### config.mk
export PLATFORM = sky130hd
export DESIGN_NAME = arithmetic_logic_unit
export DESIGN_NICKNAME = d
export VERILOG_FILES = /design/src/rtl/arithmetic_logic_unit.sv
export SDC_FILE = /design/constraint.sdc
export NUM_CORES = 1
export LEC_CHECK = 0
export CAP_MARGIN = 20
export CORE_ASPECT_RATIO = 1.1
export CORE_MARGIN = 10
export CORE_UTILIZATION = 45
export DETAILED_ROUTE_END_ITERATION = 7
export PLACE_DENSITY = 0.72
export SYNTH_ARGS = -nofsm -noshare
export SYNTH_HDL_FRONTEND = slang
export SYNTH_SLANG_ARGS = --single-unit
### constraint.sdc
create_clock -name clk -period 1.3 [get_ports clk]
set_clock_uncertainty 0.15 [all_clocks]
set_input_delay 0.195 -clock clk [delete_from_list [all_inputs] [get_ports clk]]
set_output_delay 0.195 -clock clk [all_outputs]
set_load 0.05 [all_outputs]
### src/rtl/arithmetic_logic_unit.sv
// 32-bit MIPS-style ALU with a registered result stage.
// The zero flag is decoded from the result register so it always matches result.
module arithmetic_logic_unit #(
    parameter int unsigned WIDTH = 32
) (
    input  logic             clk,
    input  logic             reset,
    input  logic [WIDTH-1:0] a,
    input  logic [WIDTH-1:0] b,
    input  logic [2:0]       alucontrol,
    output logic [WIDTH-1:0] result,
    output logic             zero
);

    localparam int unsigned MSB = WIDTH - 1;

    logic [WIDTH-1:0] b_eff;
    logic [WIDTH-1:0] sum;
    logic             slt;
    logic [WIDTH-1:0] result_next;

    // alucontrol[2] inverts b for ANDN/ORN and turns the shared adder into a subtractor
    always_comb begin
        b_eff = alucontrol[2] ? ~b : b;
        sum   = a + b_eff + WIDTH'(alucontrol[2]);
        slt   = (a[MSB] != b[MSB]) ? a[MSB] : sum[MSB];
    end

    always_comb begin
        result_next = '0;
        unique case (alucontrol[1:0])
            2'b00: result_next = a & b_eff;
            2'b01: result_next = a | b_eff;
            2'b10: result_next = sum;
            2'b11: result_next = alucontrol[2] ? WIDTH'(slt) : (a ^ b);
            default: result_next = '0;
        endcase
    end

    always_ff @(posedge clk or posedge reset) begin
        if (reset) begin
            result <= '0;
        end else begin
            result <= result_next;
        end
    end

    assign zero = ~|result;

endmodule

==> impl_metrics.tcl, run 1 <==
set metrics [dict create \
    seq_area_frac_synth_pct 16.99 \
    placed_cell_area_um2 8277 \
    synth_cells 613 \
    ys_seq_elements 32 \
    async_reset_ff_share_pct 100.0 \
    synth_edf_count 0 \
    yosysWarnings 0 \
    syn_area_um2 4712 \
    placed_cells 1060 \
    grt-worst-endpoint "result[24]$_DFF_PP0_/D" \
    place_hpwl_um 15130 \
    htree_levels 2 \
    die_y_um 127.3 \
    synth_top_area_cell "dfrtp_1" \
    endpoint_type "register input" \
    tool.error "[ERROR DPL-0038] Utilization greater than 100%, impossible to legalize" \
    io-pin-count 102 \
    grt_max_degree 33 \
    synth_common_cells "inv_1, ha_1, xor2_1" \
    cts_sinks 32 \
    synth.top_cell.area_share_pct 16.99 \
    syn_nets 747 \
    lastStage "global routing (5_1_grt)" \
    gp_congestion 0.9239 \
    start_util_pct 45.76 \
    rows 39 \
    yosysMostFrequentCell "inv_1" \
    cts_root_buffer "clkbuf_16" \
    ys_types 53 \
    clockBufferDepth 2 \
    syn_avg_cell_area_um2 7.687 \
    synth_area_leaders "dfrtp_1, ha_1, xor2_1" \
    synth_ff_type "dfrtp_1" \
    outcome "did not finish" \
    numPortBuffers 101 \
    die_x_um 117.6 \
    numCtsBuffers 5 \
]
## cell families after synthesis
family	after synthesis	share of synthesized area [%]
buf+inv	108	8.603
mux	11	2.337
xor+xnor	92	17.10
simple gates	123	12.13
compound gates	182	25.41
flops	32	16.99
fa+ha+maj	65	17.42
## through the flow
stage	setup slack, ns	setup TNS [ns]
CTS	-1.383	-36.69
floorplan	-1.517	-35.11
detailed placement	-2.004	-53.48
global placement	-1.922	-50.40
## what timing repair did
item / CTS
endpoints found under the setup margin: 56
gates resized for setup: 183
hold buffers: 0
pin swaps: 88
setup buffers: 55
==> inputs of run 2 (changes only) <==
--- a/config.mk
+++ b/config.mk
@@ -6,11 +6,10 @@
 export NUM_CORES = 1
 export LEC_CHECK = 0
 export CAP_MARGIN = 20
-export CORE_ASPECT_RATIO = 1.1
 export CORE_MARGIN = 10
-export CORE_UTILIZATION = 45
+export CORE_UTILIZATION = 30
 export DETAILED_ROUTE_END_ITERATION = 7
-export PLACE_DENSITY = 0.72
+export PLACE_DENSITY_LB_ADDON = 0.15
 export SYNTH_ARGS = -nofsm -noshare
 export SYNTH_HDL_FRONTEND = slang
 export SYNTH_SLANG_ARGS = --single-unit
==> run 2 against run 1 <==
  * Synthesized cell count did not move
  * Area after synthesis stayed put
  * The flow now finishes, with violations (negative setup slack)
==> impl_metrics.tcl, run 2 <==
set metrics [dict create \
    ys_seq_elements 32 \
    finalWirelength_um 20010 \
    areaGrowthSynthToFinish_pct 109.0 \
    dr.pass1.iters 4 \
    grt_pass1_vias 6132 \
    placed_cell_area_um2 8297 \
    seq_area_frac_synth_pct 16.99 \
    hold_viol_final 0 \
    period_minus_slack_ns 2.719 \
    drive_above_1_share_pct 51.34 \
    grt_antenna_before_repair 0 \
    fin_tns_setup_ns -35.36 \
    final_cells 1179 \
    grt_overflow 0 \
    powerDensity_nw_per_um2 892.3 \
    worstPathCellList "buf_12 -> buf_4 -> xor2_4 -> ha_2 -> buf_4 -> a211oi_4 -> o21ai_4 -> a211oi_4 -> o31a_1 -> o41ai_2 -> a21oi_2 -> o21ai_1 -> or3_1 -> nand3_1" \
    cts_root_buffer "clkbuf_16" \
    yosysWarnings 0 \
    p_total_mw 8.786 \
    numCtsBuffers 5 \
    crit_family "compound AO/OA/AOI/OAI gates" \
    antenna_left 0 \
    placed_cells 1131 \
    synth_area_leaders "dfrtp_1, ha_1, xor2_1" \
    fmax_mhz 367.8 \
    hold_buffers 0 \
    start_util_pct 30.77 \
    synth_top_area_cell "dfrtp_1" \
    cp_num_buf_inv 3 \
    fin_crit_sh_pct 209.2 \
    vdd_drop_max_v 0.0005055 \
    cap_violations 0 \
    coreArea_um2 15310 \
    outcome "finished with violations" \
    gp_congestion 0.8811 \
    io-pin-count 102 \
    cp_slowest_cell "or3_1" \
    die_x_um 145.3 \
    syn_avg_cell_area_um2 7.687 \
    cts.clk_slew.worst_paths_ns 0.05 \
    grt.total_usage_pct 17.89 \
    num_antenna_cells 0 \
    cpPeakStageDelay_ns 0.38 \
    cp_max_fo 7 \
    critPathCaptureType "flop" \
    wl_per_cell_um 16.97 \
    stdcell_area_um2 9847 \
    numPortBuffers 101 \
    htree_levels 2 \
    tightest_slew_ns 0.3481 \
    drt-vias-per-instance 4.850 \
    synth_common_cells "inv_1, ha_1, xor2_1" \
    place_ws_ns -1.986 \
    die_area_um2 21120 \
    synth_edf_count 0 \
    reg_top3 "result: 32 flops" \
    ys_types 53 \
    synth_cells 613 \
    violations "negative setup slack" \
    slew_headroom_pct 76.79 \
    rows 45 \
    vias 5718 \
    cts_tree "done" \
    setup_viol 52 \
    synth_ff_type "dfrtp_1" \
    synth.top_cell.area_share_pct 16.99 \
    nets 1101 \
    hold_class "input pin to asynchronous set/reset pin" \
    leakage_nw 4.611 \
    die_y_um 145.3 \
    rsz0062_at_grt "yes" \
    syn_nets 747 \
    cts_sinks 32 \
    async_reset_ff_share_pct 100.0 \
    setup_slack_ns -1.419 \
    layout_commonest_cell "buf_4" \
    drc 0 \
    largest_reg_flops 32 \
    startpoint_type "input pin" \
    layout_common_cells "buf_4, inv_1, xor2_1" \
    regMostFlops "result" \
    grt_pass1_wl_um 31380 \
    slew_viol_final 0 \
    drt_iter0_markers 252 \
    syn_area_um2 4712 \
    critical_path_required_ns 1.37 \
    place_hpwl_um 14990 \
    clockBufferDepth 2 \
    yosysMostFrequentCell "inv_1" \
    critPathArrivalTime_ns 2.79 \
    worstSetupPathType "input pin to flop" \
    grt_max_degree 33 \
]
==> run 2: cell counts after synthesis <==
No cell type changed its count.
==> run 2: kinds of logic (layout without fill, tap and decap cells) <==
logic type                 after synthesis  in the layout  share of synthesized area, %
adders and majority gates               65             65                         17.42
muxes                                   11             11                         2.337
AOI/OAI and AO/OA                      182            182                         25.41
and+or+nand+nor                        123            123                         12.13
xor gates and xnor gates                92             92                         17.10
DFF                                     32             32                         16.99
buffers and inverters                  108            463                         8.603
==> run 2: repair_timing <==
action,4_1_cts,5_1_grt
setup endpoints to repair,57,65
pin swaps,79,74
resized for setup,153,127
buffers inserted,36,30
==> run 2: layout make-up <==
cell class,instances,area [um^2]
tap,211,264.0
timing repair buffer,379,3632
clock inverter,2,10.01
sequential,32,815.8
fill,1264,5468
multi-input combinational,473,4701
clock buffer,6,138.9
inverter,76,285.3
==> run 2: worst paths after layout <==
path	cells after the start	end	slack, ns	startpoint
setup / recovery	14	result[25]	-1.42	alucontrol[2]
hold / removal	3	result[31]	0.14	reset
max in group asynchronous	3	result[6]	0.65	reset
min in group clk	4	result[4]	0.22	b[4]
==> run 2: power breakdown <==
group          switching (mW)  total (mW)  internal (mW)
logic                    2.95        6.22           3.28
clock network           0.478        1.23          0.755
registers               0.163        1.33           1.17
==> run 2: layer usage <==
metal | GRT usage, % | vias to the layer above | routed length, um
met5 | 0 | - | 0
met3 | 3.198 | 30 | 898
met2 | 31.51 | 121 | 10120
met1 | 22.16 | 2744 | 8617
met4 | 3.792 | 0 | 371
li1 | - | 2823 | -
==> run 2: through the flow <==
| stage | hold slack, ns | util (%) |
|---|---|---|
| global placement | 0.4261 | 54.17 |
| detailed placement | 0.4533 | 54.17 |
| global route | 0.1701 | 64.30 |
| finish | 0.1398 | 64.30 |
| CTS | 0.1480 | 60.60 |
| floorplan | 0.1605 | - |
Power figures use the tool's default switching activity.
==> inputs of run 3 (changes only) <==
==> constraint.sdc (replaced) <==
create_clock -name clk -period 2.4 [get_ports clk]
set_clock_uncertainty 0.15 [all_clocks]
set_input_delay 0.36 -clock clk [delete_from_list [all_inputs] [get_ports clk]]
set_output_delay 0.36 -clock clk [all_outputs]
set_load 0.05 [all_outputs]
==> run 3 against run 2 <==
  * The run still ends with negative setup slack left
  * Worst hold slack improved by 0.21 ns
  * Worst setup slack better by 0.94 ns
  * First-iteration DRC count rose by 2.4%
  * Critical path depth up 2
  * Non-clock buffer count is 62 lower
  * Sequential power decreased by 48%
  * Sequential cell count did not move
  * Combinational power shrank 54%
  * Die area unchanged
  * Global-route usage fell by 0.32 points
  * Count of clock-buffer cells in the layout increased by 1
  * Power is 52% lower
  * Critical path type unchanged
  * Largest power group unchanged
==> impl_metrics.tcl, run 3 (same netlist as run 2, synthesis figures left out) <==
set metrics [dict create \
    die_y_um 145.3 \
    start_util_pct 30.77 \
    sequentialPowerShare_pct 16.4 \
    dr.pass1.iters 5 \
    grt_busiest_layer "met2" \
    slew_headroom_pct 54.56 \
    reg_top3 "result: 32 flops" \
    rsz0062_at_grt "yes" \
    critical_path_required_ns 2.41 \
    fin_tns_setup_ns -7.610 \
    cp_slowest_cell "a221o_1" \
    drt-vias-per-instance 4.921 \
    drive_above_1_share_pct 41.99 \
    placed_cells 1071 \
    startpoint_type "input pin" \
    hold_buffers 0 \
    cts.clk_slew.worst_paths_ns 0.06 \
    drt_iter0_markers 258 \
    met1_usage_pct 21.43 \
    period_minus_slack_ns 2.883 \
    hold_viol_final 0 \
    grt_use_met3_pct 3.539 \
    nets 1039 \
    antenna_left 0 \
    setup_viol 28 \
    slew_viol_final 0 \
    worstSetupPathType "input pin to flop" \
    num_antenna_cells 0 \
    grt.total_usage_pct 17.57 \
    grt_pass1_vias 6137 \
    internal_power_mw 2.428 \
    p_total_mw 4.232 \
    io-pin-count 102 \
    cpPeakStageDelay_ns 0.36 \
    setup_slack_ns -0.4825 \
    finalWirelength_um 18910 \
    grt_max_degree 58 \
    die_x_um 145.3 \
    tightest_slew_ns 0.6816 \
    path_common_cell "buf_12" \
    outcome "finished with violations" \
    gp_congestion 0.8803 \
    netSwitchingPower_mw 1.804 \
    cts_root_buffer "clkbuf_16" \
    cap_violations 0 \
    drc 0 \
    nFillCells 1389 \
    clockBufferDepth 2 \
    cts_sinks 32 \
    numPortBuffers 101 \
    htree_levels 2 \
    grt_antenna_before_repair 0 \
    use_met2_pct 31.33 \
    largest_reg_flops 32 \
    place_hpwl_um 13940 \
    worstPathCellList "buf_8 -> buf_12 -> buf_12 -> buf_6 -> mux2i_4 -> fa_2 -> nor2b_4 -> o2111ai_4 -> a31oi_4 -> a211oi_2 -> buf_4 -> o41ai_4 -> a221o_1 -> a21oi_2 -> xor2_1 -> o21ai_1" \
    grt_pass1_wl_um 31220 \
    layout_commonest_cell "buf_4" \
    critPathCaptureType "flop" \
    vdd_drop_max_v 0.0002358 \
    vias 5492 \
    netSwitchingFraction_pct 42.63 \
    fin_crit_sh_pct 120.1 \
    grt_overflow 0 \
    cts_tree "done" \
    fmax_mhz 346.9 \
    coreArea_um2 15310 \
    layout_common_cells "buf_4, inv_1, clkdlybuf4s50_1" \
    areaGrowthSynthToFinish_pct 86.35 \
    critPathArrivalTime_ns 2.89 \
    numCtsBuffers 5 \
    comb_power_share_pct 67.4 \
    wl_per_cell_um 16.94 \
    powerDensity_nw_per_um2 482.0 \
    die_area_um2 21120 \
    regMostFlops "result" \
    leakage_nw 3.995 \
    violations "negative setup slack" \
    final_cells 1116 \
    clkPwrFrac_pct 16.2 \
    cp_max_fo 7 \
    rows 45 \
    hold_class "input pin to asynchronous set/reset pin" \
]
==> run 3: cell types whose count changed in the layout (fill, tap and decap cells not counted), moves of 4 or more <==
cell,before,now
inv_1,62,66
dlymetal6s2s_1,15,0
dlygate4sd2_1,11,26
dfrtp_2,12,0
xor2_2,9,16
buf_6,40,8
xor2_4,9,2
clkbuf_2,6,1
buf_12,39,6
clkdlybuf4s50_1,30,66
buf_4,234,203
inv_2,14,10
o21ai_0,9,13
dfrtp_1,20,32
==> run 3: power groups by stage <==
stage	Sequential, mW	Clock (mW)	Combinational, mW
final	0.693	0.685	2.85
after global routing	0.704	0.718	3.07
after CTS	0.690	0.701	2.76
after detailed placement	0.698	0	2.35
after global placement	0.696	0	2.32
after floorplan	0.982	0	1.06
==> run 3: layout make-up <==
| cell class | count | area (um^2) | area share [%] |
|---|---|---|---|
| well taps | 211 | 264.0 | 3.007 |
| multi-input cells | 473 | 4591 | 52.28 |
| repair buffers | 317 | 2688 | 30.61 |
| clock buffers | 7 | 152.6 | 1.738 |
| inverters | 76 | 285.3 | 3.249 |
| flip-flops and latches | 32 | 800.8 | 9.119 |
==> run 3: worst paths after layout <==
| path | startpoint | end | slack (ns) | depth (start not counted) |
|---|---|---|---|---|
| setup / recovery | alucontrol[2] | result[24] | -0.48 | 16 |
| hold / removal | reset | result[0] | 0.35 | 3 |
| max in group asynchronous | reset | result[12] | 1.41 | 3 |
| min in group clk | b[7] | result[7] | 0.42 | 5 |
==> run 3: repair_timing <==
| item | 4_1_cts | 5_1_grt |
|---|---|---|
| setup buffers | 36 | 9 |
| setup endpoints to repair | 30 | 29 |
| pin swaps | 101 | 26 |
| gates resized for setup | 184 | 26 |
==> run 3: critical path, delay by kind of cell <==
family,cells,cell delay [ns]
adders and majority gates,1,0.26
muxes,1,0.16
buffers and inverters,5,0.69
xor gates and xnor gates,1,0.14
and+or+nand+nor,1,0.05
AOI/OAI and AO/OA,7,1.23
==> run 3: metrics by stage <==
stage               cell area (um^2)  util (%)  setup WS (ns)  hold WS (ns)
finish                          8781     57.34        -0.4825        0.3516
global route                    8781     57.34        -0.6207        0.4128
CTS                             8605     56.18        -0.4189        0.3650
detailed placement              7440     48.58         -1.040        0.6576
global placement                7440     48.58        -0.9776        0.6560
floorplan                       5017         -        -0.5819        0.3262
==> run 3: metal layers <==
layer	routed length (um)	share of wire, %	vias up
li1	-	-	2684
met4	221	1.2	0
met2	9671	51	119
met1	8196	43	2662
met5	0	0	-
met3	815	4.3	27
==> edit 1, RTL diff (flow settings as in run 3) <==
Register the inputs `a`, `b` and `alucontrol` before use, cleared by the reset. The logic sees them one clock later. Comments in the files are not updated.
--- a/src/rtl/arithmetic_logic_unit.sv
+++ b/src/rtl/arithmetic_logic_unit.sv
@@ -14,6 +14,22 @@
 
     localparam int unsigned MSB = WIDTH - 1;
 
+    logic [WIDTH-1:0] a_q;
+    logic [WIDTH-1:0] b_q;
+    logic [2:0] alucontrol_q;
+
+    always_ff @(posedge clk or posedge reset) begin
+        if (reset) begin
+            a_q          <= '0;
+            b_q          <= '0;
+            alucontrol_q <= '0;
+        end else begin
+            a_q          <= a;
+            b_q          <= b;
+            alucontrol_q <= alucontrol;
+        end
+    end
+
     logic [WIDTH-1:0] b_eff;
     logic [WIDTH-1:0] sum;
     logic             slt;
@@ -21,18 +37,18 @@
 
     // alucontrol[2] inverts b for ANDN/ORN and turns the shared adder into a subtractor
     always_comb begin
-        b_eff = alucontrol[2] ? ~b : b;
-        sum   = a + b_eff + WIDTH'(alucontrol[2]);
-        slt   = (a[MSB] != b[MSB]) ? a[MSB] : sum[MSB];
+        b_eff = alucontrol_q[2] ? ~b_q : b_q;
+        sum   = a_q + b_eff + WIDTH'(alucontrol_q[2]);
+        slt   = (a_q[MSB] != b_q[MSB]) ? a_q[MSB] : sum[MSB];
     end
 
     always_comb begin
         result_next = '0;
-        unique case (alucontrol[1:0])
-            2'b00: result_next = a & b_eff;
-            2'b01: result_next = a | b_eff;
+        unique case (alucontrol_q[1:0])
+            2'b00: result_next = a_q & b_eff;
+            2'b01: result_next = a_q | b_eff;
             2'b10: result_next = sum;
-            2'b11: result_next = alucontrol[2] ? WIDTH'(slt) : (a ^ b);
+            2'b11: result_next = alucontrol_q[2] ? WIDTH'(slt) : (a_q ^ b_q);
             default: result_next = '0;
         endcase
     end
Check against the original RTL: not equivalent (Yosys sat finds a counterexample within 4 cycles, from zero or initial values and one cycle with reset high).
==> edit 1 against run 3 <==
- the run still ends with negative setup slack left
- worst setup slack got worse by 420 ps
- final area rose by 10%
- non-clock buffer count decreased by 67
- fmax decreased by 13%
- sequential cell count up 67
- count of clock-buffer cells in the layout grew 4
- power rose by 42%
- utilization decreased by 11 points
- largest cell class unchanged
- routed wire length rose by 1.8%
- area after synthesis up 36%
==> edit 1: results (changes against run 3) <==
metric,value,unit,change
GP Congestion,0.8459,,was 0.8803
number of global-route vias before repair,5817,,was 6137
setup TNS,-18720,ps,was -7610 ps
share of layout cells above drive strength 1,0.2599,,was 0.4199
Setup-failing EPs final,28,,unchanged
"Arr. time, crit path",3380,ps,was 2890 ps
post-synthesis adder-cell area fraction,0.1280,,was 0.1742
Finished Layout Cells,1187,,was 1116
cell area after placement,8917,um^2,was 7440 um^2
failing checks,negative setup slack,,unchanged
Worst path slowest cell,dfrtp_2,,was a221o_1
Relative slew margins,0.5480,,was 0.5456
WL final,19240,um,was 18910 um
Detail Placement HPWL,14380,um,was 13940 um
CP max FO,6,,was 7
postcts setup bufs,13,,was 36
nets@finish,1041,,was 1039
Synth area leaders,"dfrtp_1 (39%), ha_1 (12%), xor2_1 (7.8%)",,"was dfrtp_1 (17%), ha_1 (17%), xor2_1 (11%)"
Largest regs,"a_q: 32 flops, b_q: 32 flops, result: 32 flops",,was result: 32 flops
status,"complete, but fails checks",,unchanged
htree depth,3,,was 2
worst min path class,input pin to flop,,was input pin to asynchronous set/reset pin
post-synthesis mux area share,0.01620,,was 0.02337
Filler cells,1940,,was 1389
met3 routed WL,763,um,was 815 um
Syn Area/Cell,9.500,um^2,was 7.687 um^2
final setup margin,-906.3,ps,was -482.5 ps
edit 1: cell count changes after synthesis, moves of 5 or more:
cell	run 3	this run
nand3_1	14	5
o21ai_0	37	52
dfrtp_1	32	99
a21oi_1	48	34
nor2_1	36	27
a21o_1	9	18
nand2_1	34	47
a211oi_1	5	10
o22a_1	5	0
edit 1: where the power goes:
group / total (W) / leakage, nW / switching, W / internal, W
Sequential: 0.00193 / 1.16 / 0.000124 / 0.00181
Combinational: 0.00238 / 3.09 / 0.00126 / 0.00112
Clock: 0.00169 / 0.169 / 0.000647 / 0.00104
Total: 0.00601 / 4.43 / 0.00203 / 0.00398
edit 1: cell type report:
type / count / area, um^2 / share of cell area
Timing Repair Buffer: 250 / 2221 / 0.2298
Multi-Input combinational cell: 468 / 3976 / 0.4114
Clock buffer: 11 / 242.7 / 0.02512
Inverter: 79 / 300.3 / 0.03107
Sequential cell: 99 / 2480 / 0.2566
Tap cell: 275 / 344.1 / 0.03560
Clock inverter: 5 / 100.1 / 0.01036
==> edit 2, RTL diff (flow settings as in run 3) <==
Without the edit above. The parameter `WIDTH` goes from 32 to 16.
--- a/src/rtl/arithmetic_logic_unit.sv
+++ b/src/rtl/arithmetic_logic_unit.sv
@@ -1,7 +1,7 @@
 // 32-bit MIPS-style ALU with a registered result stage.
 // The zero flag is decoded from the result register so it always matches result.
 module arithmetic_logic_unit #(
-    parameter int unsigned WIDTH = 32
+    parameter int unsigned WIDTH = 16
 ) (
     input  logic             clk,
     input  logic             reset,
Interface: changed (resized a, b and result); port bits go from 102 to 54. No check against the original RTL was run, so the function may have changed too.
==> edit 2 against run 3 <==
- the run still ends with negative setup slack left
- routed wire length shrank 63%
- power fell by 61%
- critical path depth fell by 4
- clock power fell by 73%
- sequential power decreased by 51%
- worst setup slack better by 370 ps
- sequential share of layout area rose by 1.2 points
- fmax is 15% higher
- final cell count down 54%
- final area is 56% lower
- combinational power down 60%
- via count decreased by 57%
- sequential cell count decreased by 16
- area after synthesis decreased by 52%
- largest cell class unchanged
==> edit 2: results (changes against run 3) <==
metric,value,unit,change
Setup-failing EPs final,4,,was 28
internal power,0.0009743,W,was 0.002428 W
met2 GRT Util,0.1946,,was 0.3133
GP Congestion,0.8644,,was 0.8803
DRT met1 WL,3383,um,was 8196 um
DP Cell Count,502,,was 1071
Detailed Routing Iterations Pass 1,4,,was 5
failing checks,negative setup slack,,unchanged
Relative slew margins,0.5122,,was 0.5456
Hold WS,330.4,ps,was 351.6 ps
leakage,1.792,nW,was 3.995 nW
Post-CTS Resized,66,,was 184
routed length per instance,13.61,um,was 16.94 um
post-synth cell types,46,,was 53
nets@finish,483,,was 1039
DP Worst Slack,-829.5,ps,was -1040 ps
Seq power,0.000339,W,was 0.000693 W
share of layout cells above drive strength 1,0.3260,,was 0.4199
status,"complete, but fails checks",,unchanged
Non-clock buffer share,0.2985,,was 0.3061
Syn Nets,356,,was 747
Post-synth top cells,"inv_1 (39), ha_1 (32), xor2_1 (31), a21oi_1 (22)",,"was inv_1 (76), ha_1 (64), xor2_1 (59), a21oi_1 (48), o21ai_0 (37)"
final setup margin,-116.6,ps,was -482.5 ps
CP max FO,6,,was 7
setup TNS,-263.1,ps,was -7610 ps
postcts setup bufs,3,,was 36
met3 routed WL,405,um,was 815 um
cell area after placement,3553,um^2,was 7440 um^2
met1 Track Usage GR,0.1591,,was 0.2143
[edit 2: kinds of logic (layout without fill, tap and decap cells)]
logic type	after synthesis	after routing	share of synthesized area
simple gates	49	49	0.1003
fa+ha+maj	33	33	0.1841
mux	8	8	0.04219
xor+xnor	46	46	0.1764
flops	16	16	0.1753
buf+inv	51	176	0.08767
compound gates	83	83	0.2340
[edit 2: how the worst max path moves through the flow]
| stage | start | endpoint | slack (ps) | cells past startpoint |
|---|---|---|---|---|
| after floorplan | alucontrol[2] | result[14]$_DFF_PP0_ | -450 | 13 |
| after global placement | alucontrol[2] | result[13]$_DFF_PP0_ | -800 | 12 |
| after detailed placement | alucontrol[2] | result[14]$_DFF_PP0_ | -830 | 12 |
| after CTS | alucontrol[2] | result[14]$_DFF_PP0_ | -70 | 12 |
| after global routing | alucontrol[2] | result[14]$_DFF_PP0_ | -220 | 12 |
| final | alucontrol[2] | result[14]$_DFF_PP0_ | -120 | 12 |
